[src/rtl/madgwick_sched.sv]
// madgwick_sched: fixed-rate sequencer feeding latched IMU samples to the madgwick core and registering its quaternion
module madgwick_sched #(
    parameter int ACC_W          = 16,
    parameter int GYRO_W         = 16,
    parameter int Q_W            = 16,
    parameter int Q_FRAC         = 14,
    parameter int PERIOD_CYCLES  = 100000,
    parameter int TIMEOUT_CYCLES = 4096
) (
    input  logic              clk,
    input  logic              rst,
    input  logic              enable,
    input  logic              clr_status,
    input  logic              sample_valid,
    input  logic [ACC_W-1:0]  a_x,
    input  logic [ACC_W-1:0]  a_y,
    input  logic [ACC_W-1:0]  a_z,
    input  logic [GYRO_W-1:0] w_x,
    input  logic [GYRO_W-1:0] w_y,
    input  logic [GYRO_W-1:0] w_z,
    output logic              core_rst_n,
    output logic              core_valid_in,
    input  logic              core_ready_in,
    output logic [ACC_W-1:0]  core_a_x,
    output logic [ACC_W-1:0]  core_a_y,
    output logic [ACC_W-1:0]  core_a_z,
    output logic [GYRO_W-1:0] core_w_x,
    output logic [GYRO_W-1:0] core_w_y,
    output logic [GYRO_W-1:0] core_w_z,
    input  logic              core_valid_out,
    output logic              core_ready_out,
    input  logic [Q_W-1:0]    core_q_w,
    input  logic [Q_W-1:0]    core_q_x,
    input  logic [Q_W-1:0]    core_q_y,
    input  logic [Q_W-1:0]    core_q_z,
    output logic [Q_W-1:0]    q_w,
    output logic [Q_W-1:0]    q_x,
    output logic [Q_W-1:0]    q_y,
    output logic [Q_W-1:0]    q_z,
    output logic              q_valid,
    output logic              busy,
    output logic [15:0]       overrun_cnt,
    output logic [15:0]       miss_cnt,
    output logic              err_timeout
);
    typedef enum logic [1:0] {IDLE, ISSUE, WAIT_RESULT, RECOVER} state_t;
    localparam int SW = 3 * ACC_W + 3 * GYRO_W;
    localparam int PW = $clog2(PERIOD_CYCLES + 1);
    localparam int TW = $clog2(TIMEOUT_CYCLES + 1);
    localparam logic [Q_W-1:0] Q_ONE = Q_W'(1) << Q_FRAC;
    localparam logic [PW-1:0] TICK_AT = PW'(PERIOD_CYCLES - 1);
    localparam logic [TW-1:0] TO_AT = TW'(TIMEOUT_CYCLES - 1);

    state_t        state;
    logic [PW-1:0] tick_cnt;
    logic [TW-1:0] to_cnt;
    logic [SW-1:0] sample, hold, shadow;
    logic          tick, timed_out, have_sample, shadow_valid, rec_cnt, cap;

    assign sample = {a_x, a_y, a_z, w_x, w_y, w_z};
    assign {core_a_x, core_a_y, core_a_z, core_w_x, core_w_y, core_w_z} = hold;
    assign tick = enable && tick_cnt == TICK_AT;
    assign timed_out = to_cnt == TO_AT;

    always_ff @(posedge clk or posedge rst) begin
        if (rst)
            tick_cnt <= '0;
        else
            tick_cnt <= (!enable || tick) ? '0 : tick_cnt + 1'b1;
    end

    // While a sample is being offered the holding register stays frozen; newer data waits in the shadow
    always_ff @(posedge clk or posedge rst) begin
        if (rst) begin
            hold         <= '0;
            shadow       <= '0;
            have_sample  <= 1'b0;
            shadow_valid <= 1'b0;
        end else if (state == ISSUE) begin
            if (sample_valid) begin
                shadow       <= sample;
                shadow_valid <= 1'b1;
            end
            if (core_ready_in && !sample_valid && !shadow_valid)
                have_sample <= 1'b0;
        end else if (sample_valid) begin
            hold         <= sample;
            have_sample  <= 1'b1;
            shadow_valid <= 1'b0;
        end else if (shadow_valid) begin
            hold         <= shadow;
            shadow_valid <= 1'b0;
        end
    end

    always_ff @(posedge clk or posedge rst) begin
        if (rst) begin
            state          <= IDLE;
            core_valid_in  <= 1'b0;
            core_ready_out <= 1'b0;
            core_rst_n     <= 1'b1;
            busy           <= 1'b0;
            to_cnt         <= '0;
            rec_cnt        <= 1'b0;
            cap            <= 1'b0;
            q_valid        <= 1'b0;
            err_timeout    <= 1'b0;
            overrun_cnt    <= '0;
            miss_cnt       <= '0;
            q_w            <= Q_ONE;
            q_x            <= '0;
            q_y            <= '0;
            q_z            <= '0;
        end else begin
            cap     <= 1'b0;
            q_valid <= cap;
            to_cnt  <= to_cnt + 1'b1;
            case (state)
                IDLE: if (tick && have_sample) begin
                    state         <= ISSUE;
                    core_valid_in <= 1'b1;
                    busy          <= 1'b1;
                    to_cnt        <= '0;
                end
                ISSUE: if (core_ready_in) begin
                    state          <= WAIT_RESULT;
                    core_valid_in  <= 1'b0;
                    core_ready_out <= 1'b1;
                end else if (timed_out) begin
                    state         <= RECOVER;
                    core_valid_in <= 1'b0;
                    core_rst_n    <= 1'b0;
                    err_timeout   <= 1'b1;
                end
                WAIT_RESULT: if (core_valid_out) begin
                    state          <= IDLE;
                    core_ready_out <= 1'b0;
                    busy           <= 1'b0;
                    cap            <= 1'b1;
                    q_w            <= core_q_w;
                    q_x            <= core_q_x;
                    q_y            <= core_q_y;
                    q_z            <= core_q_z;
                end else if (timed_out) begin
                    state          <= RECOVER;
                    core_ready_out <= 1'b0;
                    core_rst_n     <= 1'b0;
                    err_timeout    <= 1'b1;
                end
                default: begin
                    rec_cnt <= ~rec_cnt;
                    if (rec_cnt) begin
                        state      <= IDLE;
                        core_rst_n <= 1'b1;
                        busy       <= 1'b0;
                    end
                end
            endcase
            if (tick && state != IDLE && overrun_cnt != '1)
                overrun_cnt <= overrun_cnt + 1'b1;
            if (tick && state == IDLE && !have_sample && miss_cnt != '1)
                miss_cnt <= miss_cnt + 1'b1;
            if (clr_status) begin
                overrun_cnt <= '0;
                miss_cnt    <= '0;
                err_timeout <= 1'b0;
            end
        end
    end
endmodule

[config.mk]
export PLATFORM = sky130hd
export DESIGN_NAME = madgwick_sched
export DESIGN_NICKNAME = d
export VERILOG_FILES = /design/src/rtl/madgwick_sched.sv
export SDC_FILE = /design/constraint.sdc
export NUM_CORES = 1
export LEC_CHECK = 0
export CAP_MARGIN = 20
export CORE_MARGIN = 5
export CORE_UTILIZATION = 35
export CTS_CLUSTER_DIAMETER = 200
export DETAILED_ROUTE_END_ITERATION = 16
export PLACE_DENSITY = 0.62
export SYNTH_ARGS = -nofsm -noshare
export SYNTH_HDL_FRONTEND = slang
export SYNTH_SLANG_ARGS = --single-unit
[constraint.sdc]
create_clock -name clk -period 13.46 [get_ports clk]
set_clock_uncertainty 0.2 [all_clocks]
set_input_delay 1.346 -clock clk [delete_from_list [all_inputs] [get_ports clk]]
set_output_delay 1.346 -clock clk [all_outputs]
set_load 0.05 [all_outputs]
==> impl_metrics.ini <==
[placed_design]
placed_area_um2 = 18210
port_buffers = 364
place_hpwl_mm = 25.01
globalplace.congestion = 0.7744

[floorplan]
core_um2 = 39730
pin_count = 365
rows = 73
start_util = 0.3537
die_w_um = 210.4
die-area_um2 = 44260
die_y_um = 210.4

[clock_network]
cts_tree = done
cts_max_level = 2
cts_resized = 0
clock_path_buffers = 3
clk_latency_ps = 530
cts_sinks = 330
cts-root-buf = clkbuf_16
path_clk_slew_ps = 50
cts-buffers-inserted = 38
cts-hold-fix-buffers = 0
cts_setup_buffers = 0

[logic_synthesis]
avgSynthCellArea_um2 = 12.03
synth_top_family_by_area = multiplexers
synth_common_cells = dfrtp_1, mux2_2, nand2_1
synthAdderAreaFrac = 0.008012
muxShareOfSynthArea = 0.2019
synth-compound-area-share = 0.06107
ys.flop_type = dfrtp_1
synth_simple_gate_area_frac = 0.1002
synth.top_cells.by_area = dfrtp_1, mux2_2, mux2i_1
synth_top_area_frac = 0.5840
synth_xor_area_frac = 0.01807
synth_cell_types = 45
syn-num-nets = 1344
yosys.area.top_type = dfrtp_1
synth_area_um2 = 14050
synth.most_common_cell = dfrtp_1
ys_ff_latch = 330
synth_warnings = 0
async_flop_share = 1.000
synth_edf_count = 0
yosysSeqAreaShare = 0.5877
synthCells = 1168

[pwr]
power_w = 0.003147
p_leak_nw = 8.624
pwr_density_cell_nw_per_um2 = 161.7
ir_drop_mv = 0.1054

[timing]
slew_violations = 0
min_period_ps = 3411
maxSlewHeadroom = 0.3207
worst_slew_pin_slew_ps = 1012
min_period_over_period = 0.2534
fmax_ghz = 0.2931
setup_viol = 0
hold_viol = 0
rsz0062_at_grt = false
setup_tns_ps = 0

[routing]
first_pass_iters = 4
m1WireLength_mm = 14.53
dr_wl_met2_mm = 16.96
drtIter0Drc = 550
via_per_inst = 4.843
routed.top_layer = met5
drc = 0
wire_per_inst_um = 17.43
drtAntennaViolNets = 0
met3_length_mm = 3.485
num_vias = 10015
routed_wl_mm = 36.05

[global_route]
antenna_found_initial = 4
first_global_vias = 10415
grt_overflow = 0
grt_pass1_wl_mm = 57.38
grtUsageTotal = 0.1600
grt_max_degree = 149

[outcome]
status = finished clean

[final_layout]
regArea_um2 = 8260
nets = 1695
nFillCells = 3580
multi_input_area_um2 = 5493
drive_gt1_frac = 0.1576
utilization = 0.4900
area_growth_pct = 38.53
design_area_um2 = 19470

[setup_path]
worst_setup_path_end_kind = output port
cp_top_family = buffers and inverters
crit_path_max_fanout = 2
critPathKind = reg -> out
arrival_ps = 1870
crit_path_start_kind = flip-flop
r2r_slack_ps = 10600
cp_data_required_time_ps = 11910
path_cells = clkdlybuf4s50_1
critPathBufInv = 1
max_stage_delay_ps = 810
crit_path_top_delay_cell = clkdlybuf4s50_1

[worst_hold_path]
hold_path_class = reg -> reg

[run]
cap_violations = 0
-- sequential cells by signal (all words and copies together), names as in the netlist, 2 cells and up --
name and cells:
state 2, q_w 16, q_x 16, shadow 96, overrun_cnt 16, miss_cnt 16, q_z 16, tick_cnt 17
q_y 16, hold 96, to_cnt 13
-- metrics by stage --
stage / cells / hold slack (ps) / setup slack [ps]
6_report: 2068 / 147.4 / 10050
5_1_grt: 2067 / 154.1 / 9982
4_1_cts: 2065 / 151.5 / 10000
3_5_place_dp: 2002 / 138.7 / 9658
3_3_place_gp: 2002 / 137.4 / 9727
2_1_floorplan: 1168 / 131.2 / 2778
-- power by group --
part	switching [W]	leakage [nW]	internal, W
combinational	0.000613	3.68	0.000354
clock	0.000396	0.605	0.000605
sequential	0.0000627	4.34	0.00112
-- worst paths after layout --
path,startpoint,cells after the start,end
setup / recovery,q_w[14]$_DFFE_PP1P_,1,q_w[14]
hold / removal,cap$_DFF_PP0_,0,q_valid$_DFF_PP0_
setup reg to reg,state[1]$_DFFE_PP0P_,5,shadow[79]$_DFFE_PP0P_
hold reg to reg,cap$_DFF_PP0_,0,q_valid$_DFF_PP0_
max in group asynchronous,rst,3,q_x[4]$_DFFE_PP0P_
min in group asynchronous,rst,2,miss_cnt[4]$_DFFE_PP0P_
-- per-layer routing --
| metal | vias to the layer above | track usage |
|---|---|---|
| met5 | - | 0 |
| met4 | 8 | 0.05589 |
| met3 | 72 | 0.06712 |
| met2 | 255 | 0.2566 |
| met1 | 4889 | 0.1956 |
| li1 | 4791 | - |
-- cells in the final DEF (no fill, tap or decap), types with 9 or more instances in the layout --
master,count
a21oi_1,24
buf_4,9
clkbuf_16,41
clkbuf_8,10
clkdlybuf4s50_1,363
dfrtp_1,328
ha_1,9
inv_1,16
mux2_2,164
mux2i_1,99
nand2_1,124
nand3_1,27
nor2_1,56
o21ai_0,114
o31ai_1,9
or3_1,20
xnor2_1,10
xor2_1,19
-- logic make-up (layout without fill, tap and decap cells) --
family,after synthesis,in the layout
flip-flops,330,330
AND/OR/NAND/NOR,295,295
AO/OA/AOI/OAI,160,160
adder cells (fa/ha/maj),9,9
other,0,1
buffers and inverters,82,456
multiplexers,263,263
XOR/XNOR,29,29
-- cell type report --
| cell class | count | share of cell area |
|---|---|---|
| Tap cell | 525 | 0.03374 |
| Timing Repair Buffer | 376 | 0.1937 |
| Clock inverter | 5 | 0.001285 |
| Antenna cell | 1 | 0.0001285 |
| Sequential cell | 330 | 0.4243 |
| Clock buffer | 58 | 0.06111 |
| Multi-Input combinational cell | 756 | 0.2821 |
| Inverter | 17 | 0.003663 |
Power figures use the tool's default switching activity.
